File: src/rtl/mem_arbiter.sv
// mem_arbiter: shares one single-port memory between the instruction-fetch
// stage and the data stage of a pipelined CPU.
//
// One access is in flight at a time. A grant in IDLE latches the winning
// request, BUSY runs LAT cycles (enable strobe on the first, read capture on
// the last), and DONE issues a one-cycle completion pulse to the owner.
// When both stages wait in IDLE, the one that was not served last wins.
//
// Ports
//   clk, rst              clock, synchronous active-high reset
//   if_rd, if_addr        fetch read request (held until if_done) and address
//   d_rd, d_wr            data read / write request (held until d_done)
//   d_addr, d_wdata       data address and write data
//   createdump            dump request from the halt logic
//   mem_data_out          read data returned by the memory
//   if_data, d_data       last word read for each stage
//   if_stall, d_stall     stage must hold
//   if_done, d_done       one-cycle completion pulses
//   mem_enable, mem_wr    memory access strobe and write select
//   mem_addr, mem_data_in memory address and write data
//   mem_createdump        dump strobe to memory
module mem_arbiter #(
  parameter int LAT = 4
) (
  input  logic        clk,
  input  logic        rst,
  input  logic        if_rd,
  input  logic [15:0] if_addr,
  input  logic        d_rd,
  input  logic        d_wr,
  input  logic [15:0] d_addr,
  input  logic [15:0] d_wdata,
  input  logic        createdump,
  input  logic [15:0] mem_data_out,
  output logic [15:0] if_data,
  output logic        if_stall,
  output logic        if_done,
  output logic [15:0] d_data,
  output logic        d_stall,
  output logic        d_done,
  output logic        mem_enable,
  output logic        mem_wr,
  output logic [15:0] mem_addr,
  output logic [15:0] mem_data_in,
  output logic        mem_createdump
);

  localparam logic [1:0] IDLE = 2'd0;
  localparam logic [1:0] BUSY = 2'd1;
  localparam logic [1:0] DONE = 2'd2;

  localparam logic FETCH = 1'b0;
  localparam logic DATA  = 1'b1;

  localparam logic [2:0] LAT_C = 3'(LAT);

  logic [1:0]  state;
  logic [2:0]  cnt;
  logic        owner;
  logic        last_owner;
  logic [15:0] lat_addr;
  logic [15:0] lat_wdata;
  logic        lat_wr;

  logic        d_req;
  logic        any_req;
  logic        grant;

  assign d_req   = d_rd | d_wr;
  assign any_req = if_rd | d_req;

  // Round-robin pick between the two requesters; a lone requester always wins.
  always_comb begin
    grant = FETCH;
    if (if_rd && d_req) begin
      grant = (last_owner == DATA) ? FETCH : DATA;
    end else if (d_req) begin
      grant = DATA;
    end
  end

  // Access sequencer. last_owner comes out of reset as FETCH so the data
  // stage gets the first turn when both stages are waiting.
  always_ff @(posedge clk) begin
    if (rst) begin
      state      <= IDLE;
      cnt        <= 3'd0;
      owner      <= FETCH;
      last_owner <= FETCH;
      lat_addr   <= 16'h0000;
      lat_wdata  <= 16'h0000;
      lat_wr     <= 1'b0;
      if_data    <= 16'h0000;
      d_data     <= 16'h0000;
    end else begin
      case (state)
        IDLE: begin
          if (any_req) begin
            state     <= BUSY;
            cnt       <= LAT_C;
            owner     <= grant;
            lat_addr  <= (grant == DATA) ? d_addr : if_addr;
            lat_wdata <= d_wdata;
            // A simultaneous read and write request is served as a read.
            lat_wr    <= (grant == DATA) && d_wr && !d_rd;
          end
        end
        BUSY: begin
          cnt <= cnt - 3'd1;
          if (cnt == 3'd1) begin
            if (!lat_wr) begin
              if (owner == DATA) begin
                d_data <= mem_data_out;
              end else begin
                if_data <= mem_data_out;
              end
            end
            state <= DONE;
          end
        end
        DONE: begin
          last_owner <= owner;
          state      <= IDLE;
        end
        default: begin
          state <= IDLE;
        end
      endcase
    end
  end

  // Memory side is quiet outside BUSY; the strobe fires on the first BUSY cycle.
  always_comb begin
    mem_enable  = (state == BUSY) && (cnt == LAT_C);
    mem_wr      = (state == BUSY) && lat_wr;
    mem_addr    = (state == BUSY) ? lat_addr : 16'h0000;
    mem_data_in = (state == BUSY) ? lat_wdata : 16'h0000;
  end

  // Completion pulses and stalls toward the pipeline stages.
  always_comb begin
    if_done        = (state == DONE) && (owner == FETCH);
    d_done         = (state == DONE) && (owner == DATA);
    if_stall       = if_rd && !if_done;
    d_stall        = d_req && !d_done;
    mem_createdump = createdump && (state == IDLE) && !any_req;
  end

endmodule

File: config.mk
export PLATFORM = sky130hd
export DESIGN_NAME = mem_arbiter
export DESIGN_NICKNAME = d
export VERILOG_FILES = /design/src/rtl/mem_arbiter.sv
export SDC_FILE = /design/constraint.sdc
export NUM_CORES = 1
export LEC_CHECK = 0
export BUFFER_PORTS_ARGS = -buffer_cell sky130_fd_sc_hd__buf_2
export CAP_MARGIN = 5
export CORE_ASPECT_RATIO = 0.8
export CORE_MARGIN = 5
export CORE_UTILIZATION = 40
export DETAILED_ROUTE_END_ITERATION = 10
export PLACE_DENSITY = 0.71
export SLEW_MARGIN = 5
export SYNTH_ARGS = -nofsm -noshare
export SYNTH_HDL_FRONTEND = slang
export SYNTH_SLANG_ARGS = --single-unit
export TNS_END_PERCENT = 5
File: constraint.sdc
create_clock -name clk -period 1.61 [get_ports clk]
set_input_delay 0.161 -clock clk [delete_from_list [all_inputs] [get_ports clk]]
set_output_delay 0.161 -clock clk [all_outputs]
set_load 0.02 [all_outputs]
# [Word-level counts from Yosys, hierarchy flattened]
# Cells that the tools add are included.
[word_totals] register_bits=72 input_bits=70 output_inout_bits=71 word_cells=53
[op_classes] n_reduce_logical=22 muxes=11 eq_ne=6 n_addsub=1 bitwise_logic=4
[op_table] operator="$mux W16" n=3
[op_table] operator="$logic_and A1 B1 Y1" n=11
[op_table] operator="$reduce_and A4 Y1" n=2
[op_table] operator="$pmux W3 S2" n=1
[op_table] operator="$reduce_and A2 Y1" n=3
[op_table] operator="$logic_not A1 Y1" n=4
[op_table] operator="$mux W2" n=2
[op_table] operator="$ne A2 B2 Y1 const B" n=2
[op_table] operator="$pmux W2 S2" n=1
[op_table] operator="$eq A3 B1 Y1 const B" n=1
[op_table] operator="$eq A3 B3 Y1 const B" n=1
[op_table] operator="$mux W1" n=3
[op_table] operator="$mux W3" n=1
[op_table] operator="$sub A3 B1 Y3 const B" n=1
[op_table] operator="$eq A2 B1 Y1 const B" n=1
[op_table] operator="$eq A2 B2 Y1 const B" n=1
[op_table] operator="$logic_not A2 Y1" n=1
[op_table] operator="$not A1 Y1" n=2
[op_table] operator="$or A1 B1 Y1" n=2
[op_table] operator="$reduce_bool A2 Y1" n=1

# [Logic depth before layout (Yosys ltp)]
[logic_depth] ltp_word=5 mapped_depth=6 ltp_nobuf=5

# [Worst setup path after synthesis]
# No wires, ideal clock.
[synth_timing] path_type="register to register" from="register cnt[1]" to="register if_data[10]" setup_time_ns=0.119 t_arrival_ns=1.306 slack_ns=0.185 n_path_buf=1 path_stages_with_launch=7 required_ns=1.491 period_less_slack_ns=1.425 path_cell_list="dfxtp_1 inv_1 ha_1 nand4bb_4 or3_1 buf_6 mux2i_1"
[synth_via] elab_chain_cells=2
[synth_lines] item="start: declaration" line_no="58" rtl="logic [2:0] cnt;"
[synth_lines] item="start signal: assignment" line_no="109" rtl="cnt <= cnt - 3'd1;"
[synth_lines] item="$eq A3 B1 Y1" line_no="110" rtl="if (cnt == 3'd1) begin"
[synth_lines] item="$reduce_and A4 Y1 (no source line)"
[synth_lines] item="end signal: assignment" line_no="115" rtl="if_data <= mem_data_out;"
[synth_lines] item="end: declaration" line_no="35" rtl="output logic [15:0] if_data,"
# No other way between the ends.
# A chain may end at the register's enable or synchronous reset.

# [Final worst setup path]
[layout_timing] from="register state[0]" to="output port mem_addr[5]"
[layout_via] elab_chain_cells=2
[layout_lines] item="start: declaration" line_no="57" rtl="logic [1:0] state;"
[layout_lines] item="start signal: assignment" line_no="86" rtl="state <= IDLE;"
[layout_lines] item="start signal: assignment" line_no="99" rtl="state <= BUSY;"
[layout_lines] item="start signal: assignment" line_no="118" rtl="state <= DONE;"
[layout_lines] item="$eq A2 B1 Y1" line_no="136" rtl="mem_addr = (state == BUSY) ? lat_addr : 16'h0000;"
[layout_lines] item="$mux W16" line_no="136"
[layout_lines] item="end: declaration" line_no="43" rtl="output logic [15:0] mem_addr,"
# No other way between the ends.

==> results.json <==
{
  "multi_input_area_um2": 1840,
  "register_area_um2": 1450,
  "syn-cell-area_um2": 3400,
  "cts_tree": "built",
  "rsz0062_at_grt": "yes",
  "n_antenna_cell": 0,
  "stdcell_area_um2": 4680,
  "crit_path_end_kind": "output pin",
  "hold_path_end": "lat_wdata[8]",
  "cp_data_arrival_time_ns": 1.40,
  "grt.overflow.total": 0,
  "rrSetupSlack_ns": 0.06,
  "ys.flop_type": "dfxtp_1",
  "avgSynthCellArea_um2": 9.02,
  "drive_gt1_share_pct": 37.9,
  "yosysSeqAreaShare_pct": 42.4,
  "drv_cap": 0,
  "setup_ws_ns": 0.0511,
  "fin_nets": 593,
  "worst-path-buf-inv": 2,
  "reg2reg_from": "cnt[1]",
  "reg2regPathDepth": 6,
  "worstPathMaxFanout": 24,
  "drt_iter0_drc": 129,
  "netlist.top_cell.by_area": "dfxtp_1",
  "cts_hold_buffers": 0,
  "clk_pin_slew_ns": 0.08,
  "final_cell_mix": "114 x buf_2, 70 x dfxtp_1, 50 x nand2b_1",
  "synth_seq_cells": 72,
  "layout.cells.non_filler": 637,
  "min-delay-start": "d_wdata[8]",
  "synth_cells": 377,
  "antenna_found_initial": 0,
  "fp.dieArea_um2": 10500,
  "power_density_nw_per_um2": 931,
  "dp.cells": 616,
  "min_path_type": "primary input to register",
  "detail_route.vias_per_cell": 4.97,
  "drc": 0,
  "cts_sinks": 72,
  "clkLatencyLatePin_ns": 0.34,
  "rr_endpoint": "if_data[10]",
  "drt-total-wl_um": 9390,
  "finalSetupViolations": 0,
  "critPathLaunch": "state[0]",
  "p_leak_nw": 2.17,
  "grt_usage_pct": 17.5,
  "gp_congestion": 0.761,
  "grt_max_degree": 89,
  "grt_first_pass_wirelength_um": 15100,
  "holdPathStages": 3,
  "maxSlewViolCount": 0,
  "worstSetupPathType": "register to output pin",
  "netlist_top_cells_area": "dfxtp_1 42%, mux2i_1 9.4%, nand2b_1 9.2%",
  "syn_nets": 450,
  "outcome": "finished, final reports clean",
  "yosys.area.top_type_share_pct": 42.4,
  "path_cells": "nor2b_4, buf_12, and2_1, buf_4",
  "initial_utilization_pct": 40.6,
  "cts_root_buf": "clkbuf_8",
  "dp_hpwl_um": 6670,
  "fp.dieW_um": 113,
  "ir_drop_mv": 0.430,
  "num_vias": 3163,
  "htreeDepth": 3,
  "finalCritPeriodShare_pct": 96.8,
  "ys_async_sr_fraction_pct": 0,
  "die_h_um": 92.5,
  "synth_cell_types": 37,
  "grt_pass1_vias": 3230,
  "whs_ns": 0.0647,
  "fmax_mhz": 641,
  "ant_nets": 0,
  "core.rowCount": 30,
  "worstMarginPinSlew_ns": 0.731,
  "critPathTopFamily": "flip-flops",
  "syn_to_final_growth_pct": 37.7,
  "fin_worst_skew_ns": 0.0137,
  "critical_path_required_ns": 1.45,
  "dp_worst_setup_slack_ns": 0.0672,
  "final_hold_viol_count": 0,
  "yosys_warnings": 0,
  "placed_cell_area_um2": 4290,
  "post-route-min-period_ns": 1.56,
  "slew_headroom_pct": 51.0,
  "first_pass_iters": 4,
  "start_kind": "register",
  "numCtsBuffers": 9,
  "coreArea_um2": 8370,
  "drt-wirelength-per-cell_um": 14.7,
  "final_common_cell": "buf_2",
  "pin_count": 141,
  "fillers": 759,
  "crit_path_top_delay_cell": "dfxtp_4",
  "synth_edf_count": 0,
  "port_buffers": 140,
  "clock_path_buffers": 2,
  "critPathMaxStageDelay_ns": 0.39
}
[worst register-to-register path, stage by stage (launching register included)]
cell	delay [ns]
dfxtp_1	0.32
inv_1	0.14
ha_4	0.18
nand4bb_4	0.14
or3_1	0.32
buf_4	0.19
mux2i_2	0.16
[where the power goes]
group / switching [W] / internal [W]
Combinational: 0.000451 / 0.000393
Sequential: 0.0000647 / 0.00189
Clock: 0.000688 / 0.000875
[routing by layer]
layer	share of wire [%]	up-vias	track usage, %
met2	53	69	31.1
met3	4.3	16	4.05
met1	41	1497	20.5
met5	0	-	0
met4	1.8	0	6.71
li1	-	1581	-
[what timing repair did]
action	4_1_cts	5_1_grt
buffers inserted	4	1
gates cloned	0	0
endpoints found under the hold margin	0	0
gates resized for setup	6	41
setup endpoints to repair	35	42
[kinds of logic (layout without fill, tap and decap cells)]
logic type / after synthesis / in the layout / synth area share [%]
flops: 72 / 72 / 42.4
simple gates: 159 / 159 / 27.2
mux: 32 / 32 / 9.42
buf+inv: 32 / 180 / 4.23
fa+ha+maj: 3 / 3 / 1.10
xor+xnor: 1 / 1 / 0.258
compound gates: 78 / 78 / 15.5
[flip-flops by register name (all words and copies together), names as in the netlist]
register	count
state	2
if_data	16
lat_wr	1
last_owner	1
owner	1
lat_wdata	16
d_data	16
lat_addr	16
cnt	3
[per-stage QoR]
| stage | utilization (%) | TNS, ns | total power, W |
|---|---|---|---|
| detailed placement | 51.2 | 0 | 0.00276 |
| finish | 55.9 | 0 | 0.00436 |
| global route | 55.9 | -0.463 | 0.00456 |
| global placement | 51.2 | 0 | 0.00274 |
| floorplan | - | 0 | 0.00247 |
| CTS | 54.4 | 0 | 0.00435 |
[layout make-up]
type	instances	share of cell area (%)
multi-input combinational	273	39.4
sequential	72	30.9
timing repair buffer	161	21.8
tap	112	2.99
clock buffer	9	2.64
clock inverter	7	2.03
inverter	3	0.240
[cells in the mapped netlist, types with 3 or more instances]
master / count
o21ai_0: 19
buf_2: 6
nand3_1: 17
and2_1: 34
clkbuf_1: 19
a311oi_1: 8
a21oi_1: 39
nand2b_1: 50
mux2i_1: 32
inv_1: 3
nand2_1: 34
ha_1: 3
a311oi_2: 8
nor2_1: 5
dfxtp_1: 72
nor2b_1: 3
[worst max-delay path by stage]
stage                                 to  slack (ns)  depth (start not counted)
after floorplan              if_data[10]        0.19                          6
final                        mem_addr[5]        0.05                          4
after detailed placement     if_data[10]        0.07                          6
after CTS                    mem_addr[0]        0.01                          4
after global routing        mem_addr[14]       -0.04                          4
after global placement    mem_data_in[7]        0.07                          4
Power figures use the tool's default switching activity.
